===== src/rtl/imm_ext_pkg.sv =====
// imm_ext_pkg: types shared by the immediate extender slice.
//   - imm_mode_e  : extension mode code carried with each immediate
//   - buf_state_e : occupancy of the two-entry output skid buffer
package imm_ext_pkg;

  localparam int MODE_W = 2;

  typedef enum logic [MODE_W-1:0] {
    IMM_SIGN   = 2'b00,
    IMM_ZERO   = 2'b01,
    IMM_LUI    = 2'b10,
    IMM_BRANCH = 2'b11
  } imm_mode_e;

  typedef enum logic [1:0] {
    EMPTY = 2'b00,
    ONE   = 2'b01,
    TWO   = 2'b10
  } buf_state_e;

endpackage


===== src/rtl/imm_ext_core.sv =====
// imm_ext_core: combinational immediate extension.
//   imm  [IN_W-1:0]   raw immediate field
//   mode [MODE_W-1:0] SIGN / ZERO / LUI / BRANCH
//   ext  [OUT_W-1:0]  extended operand
// Optional feature macro: IMM_EXT_BRANCH_EN. When undefined, BRANCH mode
// falls back to plain sign extension and no shifter is built.
module imm_ext_core
  import imm_ext_pkg::*;
#(
  parameter int IN_W  = 16,
  parameter int OUT_W = 32
) (
  input  logic [IN_W-1:0]   imm,
  input  logic [MODE_W-1:0] mode,
  output logic [OUT_W-1:0]  ext
);

  // The branch form drops two MSBs of the sign-extended value, so at least
  // two guard bits above the immediate are required.
  generate
    if (OUT_W < IN_W + 2) begin : g_bad_width
      $error("imm_ext_core: OUT_W must be at least IN_W+2");
    end
  endgenerate

  logic [OUT_W-1:0] sign_ext_s;
  logic [OUT_W-1:0] zero_ext_s;
  logic [OUT_W-1:0] lui_ext_s;

  assign sign_ext_s = {{(OUT_W-IN_W){imm[IN_W-1]}}, imm};
  assign zero_ext_s = {{(OUT_W-IN_W){1'b0}}, imm};
  assign lui_ext_s  = {imm, {(OUT_W-IN_W){1'b0}}};

`ifdef IMM_EXT_BRANCH_EN
  logic [OUT_W-1:0] branch_ext_s;
  assign branch_ext_s = {sign_ext_s[OUT_W-3:0], 2'b00};
`endif

  // Select the extension form for the current mode.
  always_comb begin
    ext = sign_ext_s;
    case (mode)
      IMM_SIGN:   ext = sign_ext_s;
      IMM_ZERO:   ext = zero_ext_s;
      IMM_LUI:    ext = lui_ext_s;
`ifdef IMM_EXT_BRANCH_EN
      IMM_BRANCH: ext = branch_ext_s;
`else
      IMM_BRANCH: ext = sign_ext_s;
`endif
      default:    ext = sign_ext_s;
    endcase
  end

endmodule


===== src/rtl/imm_ext_pipe.sv =====
// imm_ext_pipe: registered immediate extender with a two-entry skid buffer.
//   clk, rst            clock, synchronous active-high reset
//   in_valid/in_ready   producer handshake (in_ready is registered)
//   in_imm, in_mode     immediate field and extension mode
//   out_valid/out_ready consumer handshake
//   out_data            extended immediate, straight from the main register
// Optional feature macro: IMM_EXT_BRANCH_EN (see imm_ext_core).
module imm_ext_pipe
  import imm_ext_pkg::*;
#(
  parameter int IN_W  = 16,
  parameter int OUT_W = 32
) (
  input  logic              clk,
  input  logic              rst,
  input  logic              in_valid,
  output logic              in_ready,
  input  logic [IN_W-1:0]   in_imm,
  input  logic [MODE_W-1:0] in_mode,
  output logic              out_valid,
  input  logic              out_ready,
  output logic [OUT_W-1:0]  out_data
);

  logic [OUT_W-1:0] ext_s;
  logic             accept_s;
  logic             drain_s;

  buf_state_e       state_r,      state_nxt_s;
  logic [OUT_W-1:0] main_r,       main_nxt_s;
  logic [OUT_W-1:0] skid_r,       skid_nxt_s;
  logic             main_valid_r, main_valid_nxt_s;
  logic             skid_valid_r, skid_valid_nxt_s;
  logic             in_ready_r;

  imm_ext_core #(
    .IN_W  (IN_W),
    .OUT_W (OUT_W)
  ) u_core (
    .imm  (in_imm),
    .mode (in_mode),
    .ext  (ext_s)
  );

  assign accept_s  = in_valid & in_ready_r;
  assign drain_s   = main_valid_r & out_ready;
  assign in_ready  = in_ready_r;
  assign out_valid = main_valid_r;
  assign out_data  = main_r;

  // Buffer occupancy FSM: decide where the new result goes and what drains.
  always_comb begin
    state_nxt_s      = state_r;
    main_nxt_s       = main_r;
    skid_nxt_s       = skid_r;
    main_valid_nxt_s = main_valid_r;
    skid_valid_nxt_s = skid_valid_r;
    case (state_r)
      EMPTY: begin
        if (accept_s) begin
          main_nxt_s       = ext_s;
          main_valid_nxt_s = 1'b1;
          state_nxt_s      = ONE;
        end else begin
          state_nxt_s      = EMPTY;
        end
      end
      ONE: begin
        if (accept_s && drain_s) begin
          // Consumer takes the old value this cycle; replace it without a bubble.
          main_nxt_s       = ext_s;
          state_nxt_s      = ONE;
        end else if (accept_s) begin
          skid_nxt_s       = ext_s;
          skid_valid_nxt_s = 1'b1;
          state_nxt_s      = TWO;
        end else if (drain_s) begin
          main_valid_nxt_s = 1'b0;
          state_nxt_s      = EMPTY;
        end else begin
          state_nxt_s      = ONE;
        end
      end
      TWO: begin
        // in_ready is low here, so only a drain can happen.
        if (drain_s) begin
          main_nxt_s       = skid_r;
          skid_valid_nxt_s = 1'b0;
          state_nxt_s      = ONE;
        end else begin
          state_nxt_s      = TWO;
        end
      end
      default: begin
        main_valid_nxt_s = 1'b0;
        skid_valid_nxt_s = 1'b0;
        state_nxt_s      = EMPTY;
      end
    endcase
  end

  // State and data registers; in_ready is the registered inverse of skid valid.
  always_ff @(posedge clk) begin
    if (rst) begin
      state_r      <= EMPTY;
      main_r       <= {OUT_W{1'b0}};
      skid_r       <= {OUT_W{1'b0}};
      main_valid_r <= 1'b0;
      skid_valid_r <= 1'b0;
      in_ready_r   <= 1'b1;
    end else begin
      state_r      <= state_nxt_s;
      main_r       <= main_nxt_s;
      skid_r       <= skid_nxt_s;
      main_valid_r <= main_valid_nxt_s;
      skid_valid_r <= skid_valid_nxt_s;
      in_ready_r   <= ~skid_valid_nxt_s;
    end
  end

endmodule

===== config.mk =====
export PLATFORM = sky130hd
export DESIGN_NAME = imm_ext_pipe
export DESIGN_NICKNAME = d
export VERILOG_FILES = /design/src/rtl/imm_ext_pkg.sv /design/src/rtl/imm_ext_core.sv /design/src/rtl/imm_ext_pipe.sv
export SDC_FILE = /design/constraint.sdc
export NUM_CORES = 1
export LEC_CHECK = 0
export BUFFER_PORTS_ARGS = -buffer_cell sky130_fd_sc_hd__buf_2
export CORE_UTILIZATION = 30
export DETAILED_ROUTE_END_ITERATION = 8
export GPL_ROUTABILITY_DRIVEN = 0
export SYNTH_ARGS = -nofsm -noshare
export SYNTH_HDL_FRONTEND = slang
export SYNTH_SLANG_ARGS = --single-unit

===== constraint.sdc =====
create_clock -name clk -period 2.1 [get_ports clk]
set_input_delay 0.315 -clock clk [delete_from_list [all_inputs] [get_ports clk]]
set_output_delay 0.315 -clock clk [all_outputs]
set_load 0.03 [all_outputs]

# Word level (Yosys, flattened, before mapping)
# Cells that the tools add are included.
[totals]
register_bits = 69
inputBits = 22
output_inout_bits = 34
elab_cells = 50
[op_classes]
eq_ne = 11
n_mux = 20
bitwise_logic = 5
reduce_logical = 8
[op_table]
columns = ["operator", "count"]
rows = [
  ["32-bit one-hot mux with 3 select lines", 2],
  ["32-bit two-way mux", 3],
  ["2-bit inequality test (second input constant)", 6],
  ["1-bit two-way mux", 9],
  ["2-bit equality test (second input constant)", 3],
  ["2-bit two-way mux", 3],
  ["1-bit one-hot mux with 3 select lines", 2],
  ["2-bit one-hot mux with 3 select lines", 1],
  ["5-bit AND reduction", 1],
  ["2-bit by 1-bit equality test with 1-bit output (second input constant)", 2],
  ["2-bit logical NOT", 2],
  ["4-bit AND reduction", 1],
  ["1-bit NOT", 3],
  ["3-bit AND reduction", 1],
  ["3-bit nonzero test", 1],
  ["1-bit bitwise AND", 2],
  ["2-bit OR reduction", 1],
  ["1-bit logical AND", 1],
]

# Depth between registers and ports, before layout
[depth]
word_depth = 5
depth_mapped = 8
ltp_nobuf = 6

# Modules after synthesis
# From an unflattened synthesis, not the netlist that was laid out.
[unflattened]
cells_unflattened = 374
hier_area_um2 = 3334.4
[modules_own_cells]
columns = ["mod", "n_inst", "cells_per_inst", "area_each_um2", "seq_area_each_um2"]
rows = [
  ["imm_ext_pipe", 1, 314, 2956.6, 1381.3],
  ["imm_ext_core", 1, 60, 377.9, 0.0],
]

# Least setup slack after synthesis
# OpenSTA, ideal clock, no wires.
[synth_path]
kind = "input port to flip-flop"
startpoint = "input port in_mode[0]"
endpoint = "register main_r[10] (netlist: out_data[10])"
setup_time_ns = 0.089
t_arrival_ns = 1.527
required_ns = 2.011
setup_slack_ns = 0.485
cell_stages = 7
path_buffers = 2
path_cell_list = "inv_1 > ha_1 > or2_2 > clkbuf_1 > clkbuf_1 > nand3_1 > a311oi_2"
[synth_via]
elab_chain_len = 5
elab_cells_between_ends = 9
cone_classes = "3 x eq/ne; 4 x mux; 2 x reduce/logical"
[synth_lines]
columns = ["element", "line_no", "text"]
rows = [
  ["start, declared", "imm_ext_pipe.sv:19", "input logic [MODE_W-1:0] in_mode,"],
  ["2-bit equality test / 2-bit logical NOT (equally long branches)", "imm_ext_core.sv:42", "case (mode)"],
  ["2-bit OR reduction (no line)", "--", ""],
  ["32-bit one-hot mux with 3 select lines *", "imm_ext_core.sv:42", ""],
  ["32-bit two-way mux (on tied branches)", "imm_ext_pipe.sv:69, imm_ext_pipe.sv:60", ""],
  ["32-bit one-hot mux with 3 select lines *", "imm_ext_pipe.sv:58", "case (state_r)"],
  ["end signal, assigned", "imm_ext_pipe.sv:106", "main_r <= {OUT_W{1'b0}};"],
  ["end signal, assigned", "imm_ext_pipe.sv:113", "main_r <= main_nxt_s;"],
  ["end, declared", "imm_ext_pipe.sv:30", "logic [OUT_W-1:0] main_r, main_nxt_s;"],
]
# Mark *: on every way between the ends. The rest lies on a longest branch, timed or not. The select of a mux whose other input is x is not followed.
# A chain may end at the register's enable or synchronous reset.

# Worst setup path in the final report
[layout_path]
startpoint = "register state_r[0]"
endpoint = "register main_r[15] (netlist: out_data[15])"
[layout_via]
elab_chain_len = 3
elab_cells_between_ends = 9
cone_classes = "5 x eq/ne; 1 x mux; 3 x reduce/logical"
[layout_lines]
columns = ["element", "line_no", "text"]
rows = [
  ["start, declared", "imm_ext_pipe.sv:29", "buf_state_e state_r, state_nxt_s;"],
  ["start signal, assigned", "imm_ext_pipe.sv:112", "state_r <= state_nxt_s;"],
  ["2-bit by 1-bit equality test with 1-bit output (tied with other cells)", "imm_ext_pipe.sv:58", ""],
  ["2-bit inequality test (no line) / 3-bit nonzero test (equally long branches)", "--", ""],
  ["4-bit AND reduction (no line)", "--", ""],
]
# Several ways; a longest one is shown, not always the timed one.

==> results.md <==
- The flow ran to the end, and the final reports show no timing, DRC or antenna violations.
- The clock period could shrink to 1.67 ns.
- Counting both buffers and inverters, the worst setup path holds a total of 1.
- Entering global routing, the biggest net connects 65 pins.
- In the layout the commonest cells are 85 x sky130_fd_sc_hd__nand2_1, 69 x sky130_fd_sc_hd__dfxtp_1, 55 x sky130_fd_sc_hd__buf_2.
- After detailed routing, the average wire length per cell comes to ~14 um.
- The cell sitting at the root of the clock tree is a sky130_fd_sc_hd__clkbuf_8.
- Setup violations remaining at the end of the flow were counted as 0.
- The count of nets left with antenna violations once routing finished came out at 0.
- The number of cells on the worst reg-to-reg path is 5.
- The fraction of the yosys area taken by sequential cells is between 40% and 50%.
- TritonCTS built the clock tree.
- The number of global-route vias before repair was ~2,500.
- The total area inside the core boundary comes to slightly above 10,000 um2.
- The routed design has 7.79 mm of wire.
- After floorplanning, the core was divided into 37 placement rows.
- The top layer reached by signal wires is met4.
- The maximum fanout along the worst path is 64.
- The count of final hold-check violations is 0.
- The area share of the leading cell type in the synthesized netlist is between 40% and 50%.
- The clock latency reported for the late side of the worst-skew pair is around 0.34 ns.
- The required time at the worst-slack endpoint is approximately 2.3 ns.
- The share of post-route cells with drive strength above 1 is roughly 27%.
- Input and output buffers added on the ports amount to 55.
- The final clock skew is 0.00917 ns.
- The synthesized instance count is 380.
- The worst hold path was traced through 3 stages.
- The relative slew slack is ~60%.
- Clock tree synthesis found a total of 69 sinks.
- The count of unique library cells instantiated by Yosys is 31.
- The tool flagged a number of max-cap violations equal to 0.
- After clock tree synthesis, the flow added hold-fix buffers numbering 0.
- Global routing finished with a remaining overflow of 0.
- The global-route wire length before repair is approximately 13 mm.
- The depth of the critical timing path with buffers and inverters included is 5.
- The slowest cell on the critical path is sky130_fd_sc_hd__dfxtp_1.
- The post-synthesis area per instance is approximately 8.5 um2.
- Post-CTS repair changed the size of 0 cells.
- Relative to the synthesized area, the layout overhead comes to 18.4%.
- The final standard cell count with taps included and fillers excluded is 558.
- The initial antenna violation count was 0.
- The dominant cell type by area after synthesis is sky130_fd_sc_hd__dfxtp_1.
- The total met2 wirelength after detailed routing is 3.50 mm.
- The starting density of the core is 31.0%.
- The peak clock frequency supported by timing is around 600 MHz.
- The detailed router placed roughly 2,700 vias in this run.
- Global routing consumed, over all layers together, 14.5% of the routing resources.
- The number of vias per cell is 4.79.
- Sorting the synthesized cells by area gives the leading types as sky130_fd_sc_hd__dfxtp_1 43%, sky130_fd_sc_hd__nand2_1 9.9%, sky130_fd_sc_hd__a21oi_1 7.9%.
- The total I/O pin count is between 50 and 60.
- After layout, the worst path uses between 70% and 80% of the clock period.
- The overall die area is ~11,000 um2.
- The number of post-CTS setup repair buffers is 0.
- Among cell families on the critical path, the largest total delay comes from flip-flops.
- The max-slew violation count is 0.
- After detailed routing, the number of remaining DRC violations is 0.
- The H-tree level count is 3.
- The Yosys warning count is 0.
- Summed over all nets, the half-perimeter wirelength after detailed placement is 5.09 mm.
- The maximum buffer depth of the clock tree is 2.
- The worst voltage drop across the vdd grid is 0.343 mV.
- The detailed-router iteration count before antenna repair is 4.
- The analysis attributes to cell leakage a power of 1.52 nW.
- The utilization after layout is ~37%.
- The total standard cell area after synthesis is 3220 um2.
- The arrival time at the worst endpoint is roughly 1.9 ns.
- Clock-pin slew was measured on the worst setup and hold paths at 0.07 ns.
- The classification of the worst-slack hold path is in -> reg.
- The number of nets handed over by synthesis was between 400 and 500.
- At the pin with the least slew margin, the transition time is slightly above 0.6 ns.
- In this run the power density over the cells is 1000 nW/um2.
- For this run, the slowest stage of the critical path takes approximately 0.47 ns.
- 0 antenna diodes ended up in the layout.
- The detailed router finished its first iteration with 100 violations.
- In the detailed route, the total length drawn on met3 is roughly 490 um.
- The floorplan step set the die width to between 100 and 150 um.
- Traced cell by cell, the critical path runs through and4bb_1 -> a211o_2 -> buf_12 -> nor2_1 -> a311oi_2.
- The library cell used most frequently in the layout, excluding fill and tap cells, is sky130_fd_sc_hd__nand2_1.
- The number of clock buffers inserted by TritonCTS is 9.
- The met1 layer wirelength in the final routing is 3.75 mm.
- The worst slack on hold paths is roughly 0.26 ns.
- The type of element launching the critical path is a register.
- For this run, the post-layout net count is approximately 440.
- The number of placed instances, taps included is 542.
- Setup repair after global routing left no endpoint under its margin.
- The final setup TNS is 0 ns.
- In this run, synthesis produced a sequential element count of 69.
- The floorplan die height is between 100 and 150 um.
- By startpoint and endpoint, the worst setup path is classified as reg -> reg.
- The worst setup path is captured at a register.
[synthesized netlist by cell type]
cell type	number
sky130_fd_sc_hd__a211oi_2	15
sky130_fd_sc_hd__o21bai_1	1
sky130_fd_sc_hd__and3_1	1
sky130_fd_sc_hd__nand3_1	35
sky130_fd_sc_hd__and4bb_1	1
sky130_fd_sc_hd__and3b_1	1
sky130_fd_sc_hd__dfxtp_1	69
sky130_fd_sc_hd__nand2b_1	2
sky130_fd_sc_hd__nor2_1	34
sky130_fd_sc_hd__o21a_1	1
sky130_fd_sc_hd__clkbuf_1	17
sky130_fd_sc_hd__inv_1	2
sky130_fd_sc_hd__mux2i_1	15
sky130_fd_sc_hd__a311oi_2	17
sky130_fd_sc_hd__o21ai_0	1
sky130_fd_sc_hd__and2_1	1
sky130_fd_sc_hd__buf_1	2
sky130_fd_sc_hd__buf_4	4
sky130_fd_sc_hd__nor3b_1	1
sky130_fd_sc_hd__a211o_1	1
sky130_fd_sc_hd__and4b_1	1
sky130_fd_sc_hd__nand3b_1	1
sky130_fd_sc_hd__nand2_1	85
sky130_fd_sc_hd__a21oi_1	51
sky130_fd_sc_hd__or2_2	1
sky130_fd_sc_hd__nor3_1	1
sky130_fd_sc_hd__nor2b_1	1
sky130_fd_sc_hd__a21o_1	1
sky130_fd_sc_hd__ha_1	2
sky130_fd_sc_hd__buf_2	10
sky130_fd_sc_hd__buf_6	5
[sequential cells by signal, indices dropped and copies added, names as in the netlist]
| signal | cells |
|---|---|
| out_valid | 1 |
| in_ready | 1 |
| skid_r | 32 |
| out_data | 32 |
| skid_valid_r | 1 |
| state_r | 2 |
[worst reg2reg max path, cell delays in order (launching register included)]
cell and delay, ns:
sky130_fd_sc_hd__dfxtp_1 0.47, sky130_fd_sc_hd__and4bb_1 0.26, sky130_fd_sc_hd__a211o_2 0.33, sky130_fd_sc_hd__buf_12 0.22, sky130_fd_sc_hd__nor2_1 0.19, sky130_fd_sc_hd__a311oi_2 0.06
[logic make-up after synthesis]
kind of cell	synth area share, %
multiplexers	4.67
AO/OA/AOI/OAI	22.8
flip-flops	42.9
adder cells (fa/ha/maj)	0.778
buffers and inverters	6.69
AND/OR/NAND/NOR	22.1
[routing by layer]
metal	global-route usage (%)	up-vias
met5	0	-
met4	5.95	0
met3	4.39	5
met2	22.8	55
met1	18.4	1232
li1	-	1379
[path summary, 6_finish.rpt]
path | endpoint | startpoint | slack [ns]
worst min-delay path | skid_r[6] | in_imm[6] | 0.26
worst min register to register | skid_r[7] | skid_r[7] | 0.46
worst max register to register | out_data[15] | state_r[0] | 0.43
worst max-delay path | out_data[15] | state_r[0] | 0.43
[metrics by stage]
stage | power [W] | instance area [um2] | setup slack (ns)
floorplan | 0.00224 | 3220 | 0.485
global placement | 0.00242 | 3550 | 0.221
detailed placement | 0.00244 | 3550 | 0.232
CTS | 0.00386 | 3810 | 0.452
global route | 0.00401 | 3810 | 0.327
finish | 0.00382 | 3810 | 0.432
[cell type report]
cell class                      count  area, um2
Multi-Input combinational cell    271       1620
Inverter                            2       7.51
Clock inverter                      7        138
Tap cell                          136        170
Fill cell                        1064       6560
Timing Repair Buffer               64        368
Clock buffer                        9        124
Sequential cell                    69       1380
[power breakdown]
group / internal, W / total, W / switching [W] / leakage [nW]
Combinational: 0.000293 / 0.000901 / 0.000607 / 0.826
Clock: 0.000905 / 0.00142 / 0.000513 / 0.129
Sequential: 0.00143 / 0.00150 / 0.0000682 / 0.564
No activity file was read; power rests on OpenSTA's default activity.
